==> src/rtl/dm_pkg.sv <==
// Shared constants and types for the data-memory store controller.
// Holds the store-width funct3 encodings and the controller state enum.
package dm_pkg;

  localparam logic [2:0] F3_SB = 3'd0;
  localparam logic [2:0] F3_SH = 3'd1;
  localparam logic [2:0] F3_SW = 3'd2;

  typedef enum logic {
    S_IDLE  = 1'b0,
    S_ISSUE = 1'b1
  } state_e;

endpackage

==> src/rtl/dm_store_ctrl_if.sv <==
// Data-memory write request bus between store controller and memory.
// master: drives valid/addr/wdata/web, samples ready. slave: the reverse.
interface dm_store_ctrl_if;

  logic        dm_req_valid;
  logic        dm_req_ready;
  logic [31:0] dm_addr;
  logic [31:0] dm_wdata;
  logic [3:0]  dm_web;

  modport master (
    output dm_req_valid,
    output dm_addr,
    output dm_wdata,
    output dm_web,
    input  dm_req_ready
  );

  modport slave (
    input  dm_req_valid,
    input  dm_addr,
    input  dm_wdata,
    input  dm_web,
    output dm_req_ready
  );

endinterface

==> src/rtl/store_align.sv <==
// Store lane alignment: replicates data across lanes, builds byte strobes.
// Ports: funct3_i, addr_i[1:0], data_i -> wdata_o, web_o, legal_o.
module store_align
  import dm_pkg::*;
(
  input  logic [2:0]  funct3_i,
  input  logic [1:0]  addr_i,
  input  logic [31:0] data_i,
  output logic [31:0] wdata_o,
  output logic [3:0]  web_o,
  output logic        legal_o
);

  always_comb begin
    wdata_o = '0;
    web_o   = '0;
    legal_o = 1'b0;
    unique case (1'b1)
      (funct3_i == F3_SB): begin
        wdata_o = {4{data_i[7:0]}};
        web_o   = 4'b0001 << addr_i;
        legal_o = 1'b1;
      end
      (funct3_i == F3_SH): begin
        wdata_o = {2{data_i[15:0]}};
        web_o   = 4'b0011 << {addr_i[1], 1'b0};
        legal_o = ~addr_i[0];
      end
      (funct3_i == F3_SW): begin
        wdata_o = data_i;
        web_o   = 4'b1111;
        legal_o = (addr_i == 2'b00);
      end
      default: ;
    endcase
  end

endmodule

==> src/rtl/dm_store_ctrl.sv <==
// MEM-stage store controller: aligns a store, issues it to data memory.
// Ports: clk, reset, st_* store in, CSR_reset flush, dm bus (master),
// dm_stall pipeline hold, st_done / st_fault one-cycle pulses.
module dm_store_ctrl
  import dm_pkg::*;
#(
  parameter int TIMEOUT_CYCLES = 255,
  parameter int CNT_W          = 8
) (
  input  logic                   clk,
  input  logic                   reset,
  input  logic                   st_valid,
  input  logic [31:0]            st_addr,
  input  logic [31:0]            st_data,
  input  logic [2:0]             st_funct3,
  input  logic                   CSR_reset,
  dm_store_ctrl_if.master        dm,
  output logic                   dm_stall,
  output logic                   st_done,
  output logic                   st_fault
);

  localparam logic [CNT_W-1:0] CNT_LAST =
    CNT_W'((TIMEOUT_CYCLES == 0) ? 0 : TIMEOUT_CYCLES - 1);
  localparam logic TO_EN = (TIMEOUT_CYCLES != 0);

  state_e           state_q, state_d;
  logic [CNT_W-1:0] cnt_q, cnt_d;
  logic             valid_q, valid_d;
  logic [31:0]      addr_q, addr_d;
  logic [31:0]      wdata_q, wdata_d;
  logic [3:0]       web_q, web_d;
  logic             done_q, done_d;
  logic             fault_q, fault_d;

  logic [31:0] al_wdata;
  logic [3:0]  al_web;
  logic        al_legal;
  logic        take, reject, timeout_hit, fin;

  store_align u_align (
    .funct3_i (st_funct3),
    .addr_i   (st_addr[1:0]),
    .data_i   (st_data),
    .wdata_o  (al_wdata),
    .web_o    (al_web),
    .legal_o  (al_legal)
  );

  assign take   = (state_q == S_IDLE) & st_valid
                & al_legal & ~CSR_reset;
  assign reject = (state_q == S_IDLE) & st_valid
                & ~al_legal & ~CSR_reset;
  assign timeout_hit = TO_EN & (state_q == S_ISSUE)
                     & ~dm.dm_req_ready & (cnt_q == CNT_LAST);
  // ready wins over a same-cycle timeout
  assign fin = (state_q == S_ISSUE)
             & (dm.dm_req_ready | timeout_hit);

  always_ff @(posedge clk) begin
    if (reset) begin
      state_q <= S_IDLE;
      cnt_q   <= '0;
      valid_q <= 1'b0;
      addr_q  <= '0;
      wdata_q <= '0;
      web_q   <= '0;
      done_q  <= 1'b0;
      fault_q <= 1'b0;
    end else begin
      state_q <= state_d;
      cnt_q   <= cnt_d;
      valid_q <= valid_d;
      addr_q  <= addr_d;
      wdata_q <= wdata_d;
      web_q   <= web_d;
      done_q  <= done_d;
      fault_q <= fault_d;
    end
  end

  always_comb begin
    state_d = state_q;
    case (state_q)
      S_IDLE:  if (take) state_d = S_ISSUE;
      S_ISSUE: if (fin)  state_d = S_IDLE;
      default: state_d = S_IDLE;
    endcase
  end

  always_comb begin
    cnt_d    = cnt_q;
    valid_d  = valid_q;
    addr_d   = addr_q;
    wdata_d  = wdata_q;
    web_d    = web_q;
    done_d   = 1'b0;
    fault_d  = 1'b0;
    dm_stall = 1'b0;
    case (state_q)
      S_IDLE: begin
        dm_stall = take;
        cnt_d    = '0;
        fault_d  = reject;
        if (take) begin
          valid_d = 1'b1;
          addr_d  = {st_addr[31:2], 2'b00};
          wdata_d = al_wdata;
          web_d   = al_web;
        end
      end
      S_ISSUE: begin
        dm_stall = ~dm.dm_req_ready & ~timeout_hit;
        if (fin) begin
          valid_d = 1'b0;
          addr_d  = '0;
          wdata_d = '0;
          web_d   = '0;
          cnt_d   = '0;
          done_d  = dm.dm_req_ready;
          fault_d = ~dm.dm_req_ready;
        end else begin
          cnt_d = cnt_q + CNT_W'(1);
        end
      end
      default: ;
    endcase
  end

  assign dm.dm_req_valid = valid_q;
  assign dm.dm_addr      = addr_q;
  assign dm.dm_wdata     = wdata_q;
  assign dm.dm_web       = web_q;
  assign st_done         = done_q;
  assign st_fault        = fault_q;

endmodule

==> src/flat_wrapper.sv <==
// flat-port wrapper written by rule: the top's interface ports become plain ports
module dm_store_ctrl_flat import dm_pkg::*;
#(
  parameter int TIMEOUT_CYCLES = 255,
  parameter int CNT_W          = 8
)
  (clk, reset, st_valid, st_addr, st_data, st_funct3, CSR_reset, dm_stall, st_done, st_fault, dm_dm_req_valid, dm_dm_addr, dm_dm_wdata, dm_dm_web, dm_dm_req_ready);
  dm_store_ctrl_if dm_i ();
  input  logic clk;
  input  logic reset;
  input  logic st_valid;
  input  logic [31:0] st_addr;
  input  logic [31:0] st_data;
  input  logic [2:0] st_funct3;
  input  logic CSR_reset;
  output logic dm_stall;
  output logic st_done;
  output logic st_fault;
  output wire logic [$bits(dm_i.dm_req_valid)-1:0] dm_dm_req_valid;
  output wire logic [$bits(dm_i.dm_addr)-1:0] dm_dm_addr;
  output wire logic [$bits(dm_i.dm_wdata)-1:0] dm_dm_wdata;
  output wire logic [$bits(dm_i.dm_web)-1:0] dm_dm_web;
  input wire logic [$bits(dm_i.dm_req_ready)-1:0] dm_dm_req_ready;
  assign dm_dm_req_valid = dm_i.dm_req_valid;
  assign dm_dm_addr = dm_i.dm_addr;
  assign dm_dm_wdata = dm_i.dm_wdata;
  assign dm_dm_web = dm_i.dm_web;
  assign dm_i.dm_req_ready = dm_dm_req_ready;
  dm_store_ctrl #(.TIMEOUT_CYCLES(TIMEOUT_CYCLES), .CNT_W(CNT_W)) u_core (.clk(clk), .reset(reset), .st_valid(st_valid), .st_addr(st_addr), .st_data(st_data), .st_funct3(st_funct3), .CSR_reset(CSR_reset), .dm(dm_i), .dm_stall(dm_stall), .st_done(st_done), .st_fault(st_fault));
endmodule
==> config.mk <==
export PLATFORM = sky130hd
export DESIGN_NAME = dm_store_ctrl_flat
export DESIGN_NICKNAME = d
export VERILOG_FILES = /design/src/rtl/dm_pkg.sv /design/src/rtl/dm_store_ctrl_if.sv /design/src/rtl/store_align.sv /design/src/rtl/dm_store_ctrl.sv /design/src/flat_wrapper.sv
export SDC_FILE = /design/constraint.sdc
export NUM_CORES = 1
export LEC_CHECK = 0
export CAP_MARGIN = 30
export CORE_ASPECT_RATIO = 1.75
export CORE_MARGIN = 4
export CORE_UTILIZATION = 42
export CTS_CLUSTER_SIZE = 28
export DETAILED_ROUTE_END_ITERATION = 10
export GPL_ROUTABILITY_DRIVEN = 0
export HOLD_SLACK_MARGIN = 0.02
export PLACE_DENSITY_LB_ADDON = 0.25
export SETUP_SLACK_MARGIN = 0.15
export SYNTH_ARGS = -nofsm -noshare
export SYNTH_HDL_FRONTEND = slang
export SYNTH_HIERARCHICAL = 1
export SYNTH_SLANG_ARGS = --single-unit
==> constraint.sdc <==
create_clock -name clk -period 2.67 [get_ports clk]
set_input_delay 0.534 -clock clk [delete_from_list [all_inputs] [get_ports clk]]
set_output_delay 0.534 -clock clk [all_outputs]
set_load 0.03 [all_outputs]
==> flow_summary_export.csv, run 1 <==
group,metric,value,unit
outcome,status,"finished, final reports clean",
global_route,antenna_found_initial,0,
cts,cts_tree,"yes",
timing,fin_crit_sh,92.3,%
die,io_pins,144,
logic_synthesis,syn_area,0.00313,sq mm
pwr,power_density,596,mW/mm^2
cts,cts_made_buffers,9,
routing,num_vias,2851,
layout,final_cell_area,0.00494,sq mm
die,core-area,0.00723,sq mm
critical_path,cp_cell_sequence,"clkdlybuf4s50_1, nor3_2, nor2_1, nor2_2, and4bb_4, o21bai_4, buf_6",
timing,fin_crit,2460,ps
timing,skew,7.96,ps
routing,post_drt_via_cell_ratio,5.31,
min_path,hold_end,"u_core/dm.dm_wdata[27]",
min_path,hold_path.class,"reg -> reg",
logic_synthesis,ys.warnings.count,6,
critical_path,r2r_cells,6,
min_path,holdPathStages,1,
critical_path,critPathKind,"in -> out",
timing,fin_setup_tns,0,ps
logic_synthesis,ys_seq_area_share,49.8,%
global_route,grt.total_usage,20.4,%
critical_path,r2r-start,"u_core/cnt_q[0]",
layout,diodes,0,
pwr,ir_drop,439,uV
critical_path,worstPathRequired,2140,ps
placement,dp_hpwl,6680,microns
placement,dpl.cell_count,520,
critical_path,slowest_stage,"clkdlybuf4s50_1",
cts,clk_latency,330,ps
routing,wire_per_inst,16.7,microns
critical_path,end_kind,"primary output",
die,placementRows,41,
placement,dp_slack,-104,ps
logic_synthesis,syn_area_per_cell,10.0,sq um
timing,holdWs,478,ps
timing,finalMaxSlewViolations,0,
min_path,worst_hold_startpoint,"u_core/dm.dm_wdata[27]",
logic_synthesis,synthCells,312,
placement,place_area,0.00456,sq mm
routing,drtAntennaViolNets,0,
layout,area_growth,57.8,%
logic_synthesis,yosys.cell_types.count,34,
die,die_h,122,microns
critical_path,path_buf_inv,2,
critical_path,startpoint_type,"input port",
global_route,grt_pass1_wl,14100,microns
critical_path,reg2reg_setup_slack,570,ps
pwr,total_power,2.95,mW
logic_synthesis,synth_seq_cells,78,
global_route,grt_pass1_vias,2876,
timing,fmax,406,MHz
layout,drive_gt1_share,7.76,%
critical_path,worstReg2RegEnd,"u_core/dm.dm_addr[30]",
cts,cts_sinks,78,
die,start_util,43.3,%
timing,setup_slack,205,ps
critical_path,crit_family,"simple AND/OR/NAND/NOR gates",
die,die_w,73.3,microns
timing,finalSetupViolCount,0,
critical_path,cp_max_fo,4,
die,dieArea,0.00896,sq mm
critical_path,arrival,1930,ps
global_route,grt_max_degree,53,
layout,final_cells,537,
layout,final_net_count,520,
timing,hold_viol,0,
timing,rsz0062_at_grt,"false",
cts,clockBufferDepth,2,
routing,dr.pass1.iters,4,
cts,cts_root_buf,"clkbuf_16",
timing,slew_headroom,42.7,%
cts,clk_pin_slew,60,ps
timing,worst_pin_slew,856,ps
critical_path,cpPeakStageDelay,430,ps
placement,numPortBuffers,141,
pwr,leakagePower,1.85,nW
cts,hold_buffers,0,
routing,drt-initial-drc-count,89,
routing,drt-total-wl,8940,microns
cts,htreeDepth,3,
global_route,gr-total-overflow,0,
layout,utilization,68.4,%
flow_run,maxCapViolCount,0,
routing,drc,0,
metal layers:
metal  GRT usage (%)  wire [microns]
met5               0               0
met4            11.5             285
met3            5.41             652
met2            34.8            4560
met1            22.3            3450
registers in the layout, summed over array words and instances, names as in the netlist:
name / cells
u_core/dm.dm_wdata: 32
u_core/dm.dm_addr: 30
u_core/cnt_q: 8
u_core/dm.dm_web: 4
u_core/dm.dm_req_valid: 1
u_core/st_done: 1
u_core/st_fault: 1
u_core/state_q: 1
power by group:
part	total [mW]	switching [mW]	internal (mW)
combinational	0.334	0.156	0.178
sequential	1.19	0.00949	1.18
clock	1.42	0.476	0.946
synth_stat cells:
cell type,count,area [sq um]
buf_2,9,45.0
a211oi_2,1,12.5
and2_1,9,56.3
buf_4,8,60.1
nand2_1,9,33.8
nand3_1,3,15.0
and4_1,1,8.76
or2_1,1,6.26
nor3_1,2,10.0
a31oi_1,1,6.26
o21ai_0,5,25.0
inv_1,6,22.5
o22ai_1,16,100
o21bai_1,1,7.51
o21a_1,2,15.0
o2111ai_1,1,8.76
buf_6,8,90.1
a21o_1,1,7.51
nor2_1,19,71.3
nor2b_1,12,75.1
or3_1,3,18.8
nand4_1,3,18.8
conb_1,1,3.75
nor4b_1,1,8.76
clkbuf_1,4,15.0
a21oi_1,32,160
xnor2_1,1,8.76
nand2b_1,2,12.5
ha_1,2,25.0
a22o_1,66,578
xor2_1,2,17.5
and4bb_4,1,16.3
dfxtp_1,78,1560
and4_4,1,11.3
worst register-to-register path, cell delays in order (launching register included):
cell,delay [ps]
dfxtp_1,410
inv_1,70
ha_1,210
and4_4,180
a211oi_4,740
buf_12,270
a22o_1,170
layout by cell type, fill, tap and decap left out, types with 3 or more instances in the layout:
master,synthesis,routed
clkdlybuf4s50_1,0,138
dfxtp_1,78,78
a22o_1,66,66
a21oi_1,32,31
nor2_1,19,18
o22ai_1,16,16
nor2b_1,12,12
clkbuf_16,0,9
nand2_1,9,9
and2_1,9,8
buf_4,8,7
inv_1,6,6
o21ai_0,5,5
bufinv_16,0,3
nand4_1,3,3
or3_1,3,3
nand3_1,3,3
buf_12,0,3
how the worst max path moves through the flow:
stage	cells after the start	to	from
6_report	7	dm_stall	st_addr[1]
3_5_place_dp	8	u_core/dm.dm_addr[17]	st_funct3[0]
4_1_cts	7	dm_stall	st_addr[1]
3_3_place_gp	8	u_core/dm.dm_addr[28]	st_funct3[0]
5_1_grt	7	dm_stall	st_addr[1]
2_1_floorplan	6	dm_stall	st_funct3[1]
cell type report:
class	instances	area (sq um)
multi-input cells	200	1370
clock buffers	10	239
well taps	86	108
repair buffers	151	1520
flip-flops and latches	78	1560
inverters	6	22.5
clock inverters	6	118
fillers	595	2290
cell families after synthesis:
group	share of synthesized area (%)
DFF	49.8
other	0.120
xor gates and xnor gates	0.839
buffers and inverters	7.43
and+or+nand+nor	11.6
adders and majority gates	0.799
AOI/OAI and AO/OA	29.4
what timing repair did:
| item | CTS | global route |
|---|---|---|
| buffers inserted | 0 | 1 |
| pin swaps | 3 | 2 |
| gates resized for setup | 5 | 2 |
| endpoints found under the setup margin | 1 | 1 |
Power figures use the tool's default switching activity.
==> inputs of run 2 (changes only) <==
Settings changed: PLACE_DENSITY set to 0.81, PLACE_DENSITY_LB_ADDON 0.25 to not set.
==> flow_summary_export.csv, run 2 (same netlist as run 1, synthesis figures left out) <==
group,metric,value,unit
routing,drc,0,
outcome,status,"finished, final reports clean",
cts,clockBufferDepth,2,
timing,finalMaxSlewViolations,0,
min_path,hold_path.class,"reg -> reg",
timing,fmax,424,MHz
timing,holdWs,476,ps
timing,worst_pin_slew,729,ps
critical_path,cp_max_fo,4,
routing,wire_per_inst,17.2,microns
timing,fin_crit_sh,88.4,%
routing,dr.pass1.iters,4,
die,die_w,73.3,microns
timing,setup_slack,310,ps
global_route,grt_pass1_vias,2960,
cts,cts_made_buffers,9,
routing,drtAntennaViolNets,0,
die,io_pins,144,
placement,dpl.cell_count,521,
cts,clk_latency,330,ps
routing,num_vias,2949,
die,core-area,0.00723,sq mm
critical_path,end_kind,"primary output",
cts,cts_root_buf,"clkbuf_16",
cts,cts_tree,"yes",
routing,drt-total-wl,9260,microns
pwr,ir_drop,319,uV
critical_path,path_common_cell,"nor2_1",
critical_path,slowest_stage,"dlygate4sd2_1",
timing,hold_viol,0,
timing,rsz0062_at_grt,"false",
pwr,power_density,572,mW/mm^2
pwr,leakagePower,1.86,nW
die,start_util,43.3,%
critical_path,cp_cell_sequence,"dlygate4sd2_1, nor3_2, nor2_1, nor2_1, buf_4, and4bb_4, o21bai_2, buf_6",
global_route,grt.total_usage,20.8,%
layout,final_cells,537,
layout,layout_commonest_cell,"clkdlybuf4s50_1",
critical_path,crit_family,"buffers and inverters",
die,die_h,122,microns
global_route,grt_pass1_wl,14500,microns
placement,dp_hpwl,6870,microns
critical_path,critPathKind,"in -> out",
placement,numPortBuffers,141,
cts,clk_pin_slew,60,ps
critical_path,cpPeakStageDelay,280,ps
die,dieArea,0.00896,sq mm
die,placementRows,41,
global_route,antenna_found_initial,0,
layout,final_cell_area,0.00489,sq mm
layout,area_growth,56.0,%
timing,finalSetupViolCount,0,
timing,fin_crit,2360,ps
cts,htreeDepth,3,
layout,final_net_count,520,
routing,drt-initial-drc-count,121,
global_route,gr-total-overflow,0,
routing,post_drt_via_cell_ratio,5.49,
critical_path,worstPathRequired,2140,ps
critical_path,startpoint_type,"input port",
layout,drive_gt1_share,7.10,%
flow_run,maxCapViolCount,0,
critical_path,arrival,1830,ps
placement,dp_slack,115,ps
layout,diodes,0,
timing,skew,5.22,ps
layout,largest_reg_flops,32,
critical_path,path_buf_inv,3,
layout,mostFrequentLayoutCells,"136 x clkdlybuf4s50_1, 78 x dfxtp_1, 66 x a22o_1, 32 x a21oi_1, 19 x nor2_1",
placement,place_area,0.00455,sq mm
cts,cts_sinks,78,
cts,cts_setup_buffers,0,
global_route,grt_max_degree,68,
timing,fin_setup_tns,0,ps
timing,slew_headroom,51.3,%
[run 2: worst paths after layout]
kind	cells past startpoint	slack, ps	start	end
worst max-delay path	8	310	st_addr[0]	dm_stall
worst min-delay path	1	480	u_core/dm.dm_wdata[23]	u_core/dm.dm_wdata[23]
worst max register to register	6	900	u_core/cnt_q[0]	u_core/dm.dm_wdata[8]
worst min register to register	1	480	u_core/dm.dm_wdata[23]	u_core/dm.dm_wdata[23]
[run 2: repair_timing]
| item | 4_1_cts | 5_1_grt |
|---|---|---|
| pin swaps | 1 | 2 |
| endpoints found under the setup margin | 1 | 1 |
| gates resized for setup | 3 | 4 |
| hold buffers | 0 | 0 |
[run 2: worst reg2reg max path: stages, from the launching register on]
cell,delay (ps)
dfxtp_1,430
inv_1,70
ha_1,220
and4_4,190
a211oi_4,330
buf_4,290
a22o_1,180
[run 2: metal layers]
metal / wire (microns) / global-route usage (%) / vias to the layer above / part of all wire (%)
li1: - / - / 1415 / -
met1: 3470 / 23.1 / 1374 / 37
met2: 4630 / 34.2 / 131 / 50
met3: 710 / 6.72 / 29 / 7.7
met4: 453 / 11.8 / 0 / 4.9
met5: 0 / 0 / - / 0
[run 2: area by class of cell]
type,instances,area (sq um)
repair buffers,151,1520
flip-flops and latches,78,1560
clock buffers,10,229
fillers,576,2350
multi-input cells,200,1360
well taps,86,108
inverters,6,22.5
clock inverters,6,86.3
[run 2: where the power goes]
part | total [mW] | internal [mW] | switching (mW) | leakage, nW
logic | 0.332 | 0.175 | 0.157 | 1.08
registers | 1.19 | 1.18 | 0.00934 | 0.630
clock network | 1.27 | 0.816 | 0.458 | 0.152
[run 2: per-stage QoR]
| step | power (mW) | util, % |
|---|---|---|
| global route | 2.89 | 67.5 |
| detailed placement | 1.55 | 62.9 |
| global placement | 1.54 | 62.9 |
| finish | 2.80 | 67.5 |
| CTS | 2.82 | 67.4 |
| floorplan | 1.38 | - |
==> inputs of run 3 (changes only) <==
Settings changed: REMOVE_ABC_BUFFERS set to 1.
==> flow_summary_export.csv, run 3 (same netlist as run 1, synthesis figures left out) <==
group,metric,value,unit
cts,clk_latency,330,ps
critical_path,end_kind,"primary output",
placement,numPortBuffers,141,
layout,diodes,0,
layout,drive_gt1_share,6.89,%
cts,cts_tree,"yes",
die,dieArea,0.00896,sq mm
placement,dp_slack,165,ps
global_route,grt_pass1_vias,2861,
timing,skew,3.10,ps
die,core-area,0.00723,sq mm
cts,cts_root_buf,"clkbuf_16",
global_route,gr-total-overflow,0,
die,placementRows,41,
routing,drc,0,
timing,finalSetupViolCount,0,
global_route,grt.total_usage,20.4,%
cts,cts_made_buffers,9,
critical_path,cp_max_fo,4,
pwr,leakagePower,1.82,nW
layout,utilization,66.9,%
critical_path,critPathKind,"in -> out",
critical_path,path_common_cell,"nor2_1",
min_path,hold_path.class,"reg -> reg",
global_route,antenna_found_initial,0,
timing,rsz0062_at_grt,"false",
timing,setup_slack,214,ps
routing,drt-initial-drc-count,170,
global_route,grt_pass1_wl,14100,microns
routing,drtAntennaViolNets,0,
timing,holdWs,477,ps
critical_path,slowest_stage,"clkdlybuf4s50_1",
layout,final_net_count,520,
critical_path,worstPathRequired,2140,ps
layout,final_cells,536,
timing,fin_crit,2460,ps
placement,dpl.cell_count,520,
outcome,status,"finished, final reports clean",
timing,fmax,407,MHz
placement,dp_hpwl,6560,microns
pwr,ir_drop,297,uV
routing,dr.pass1.iters,4,
timing,hold_viol,0,
timing,fin_crit_sh,92.0,%
layout,mostFrequentLayoutCells,"138 x clkdlybuf4s50_1, 78 x dfxtp_1, 66 x a22o_1, 31 x a21oi_1, 19 x nor2_1",
layout,layout_commonest_cell,"clkdlybuf4s50_1",
routing,post_drt_via_cell_ratio,5.52,
layout,largest_reg_flops,32,
global_route,grt_max_degree,68,
die,die_w,73.3,microns
timing,slew_headroom,39.4,%
layout,area_growth,54.6,%
cts,clk_pin_slew,60,ps
critical_path,startpoint_type,"input port",
pwr,power_density,546,mW/mm^2
pwr,total_power,2.64,mW
cts,cts_sinks,78,
cts,htreeDepth,3,
timing,worst_pin_slew,908,ps
die,die_h,122,microns
cts,hold_buffers,0,
critical_path,arrival,1920,ps
die,io_pins,144,
routing,wire_per_inst,17.5,microns
routing,num_vias,2958,
routing,drt-total-wl,9360,microns
critical_path,cpPeakStageDelay,490,ps
cts,clockBufferDepth,2,
die,start_util,43.3,%
timing,finalMaxSlewViolations,0,
critical_path,cp_cell_sequence,"clkdlybuf4s50_1, nor3_2, nor2_1, nor2_1, and4bb_4, o21bai_1, buf_4",
flow_run,maxCapViolCount,0,
run 3: path summary, 6_finish.rpt:
path | startpoint | endpoint | slack [ps] | cells after the start
worst min register to register | u_core/dm.dm_wdata[5] | u_core/dm.dm_wdata[5] | 480 | 1
worst min-delay path | u_core/dm.dm_wdata[5] | u_core/dm.dm_wdata[5] | 480 | 1
worst max register to register | u_core/cnt_q[0] | u_core/dm.dm_addr[6] | 880 | 6
worst max-delay path | st_addr[0] | dm_stall | 210 | 7
run 3: stage by stage:
| step | cell area, sq um | TNS [ps] |
|---|---|---|
| 2_1_floorplan | 2930 | -43340 |
| 3_3_place_gp | 4540 | 0 |
| 3_5_place_dp | 4540 | 0 |
| 4_1_cts | 4820 | 0 |
| 5_1_grt | 4840 | 0 |
| 6_report | 4840 | 0 |
run 3: power breakdown:
part           internal, mW  total [mW]  switching, mW
clock                 0.673        1.12          0.448
sequential             1.18        1.19        0.00933
combinational         0.175       0.334          0.159
run 3: repair_timing:
action,in CTS,in global routing
hold endpoints to repair,0,0
setup endpoints to repair,0,1
setup buffers,0,1
resized for setup,0,4
run 3: layout make-up:
cell class	count	area [sq um]
fillers	592	2390
flip-flops and latches	78	1560
repair buffers	151	1510
multi-input cells	200	1360
clock buffers	12	256
well taps	86	108
inverters	6	22.5
clock inverters	3	20.0
run 3: critical path: cells and delay by family:
family          cells  cell delay, ps
buf+inv             2             660
simple gates        4             630
compound gates      1             110
run 3: per-layer routing:
metal	GRT usage [%]	share of wire, %	up-vias	wire length, microns
met5	0	0	-	0
met4	8.50	1.4	0	132
met3	5.49	7.2	12	676
met2	35.8	53	118	4970
met1	22.9	38	1418	3580
li1	-	-	1410	-
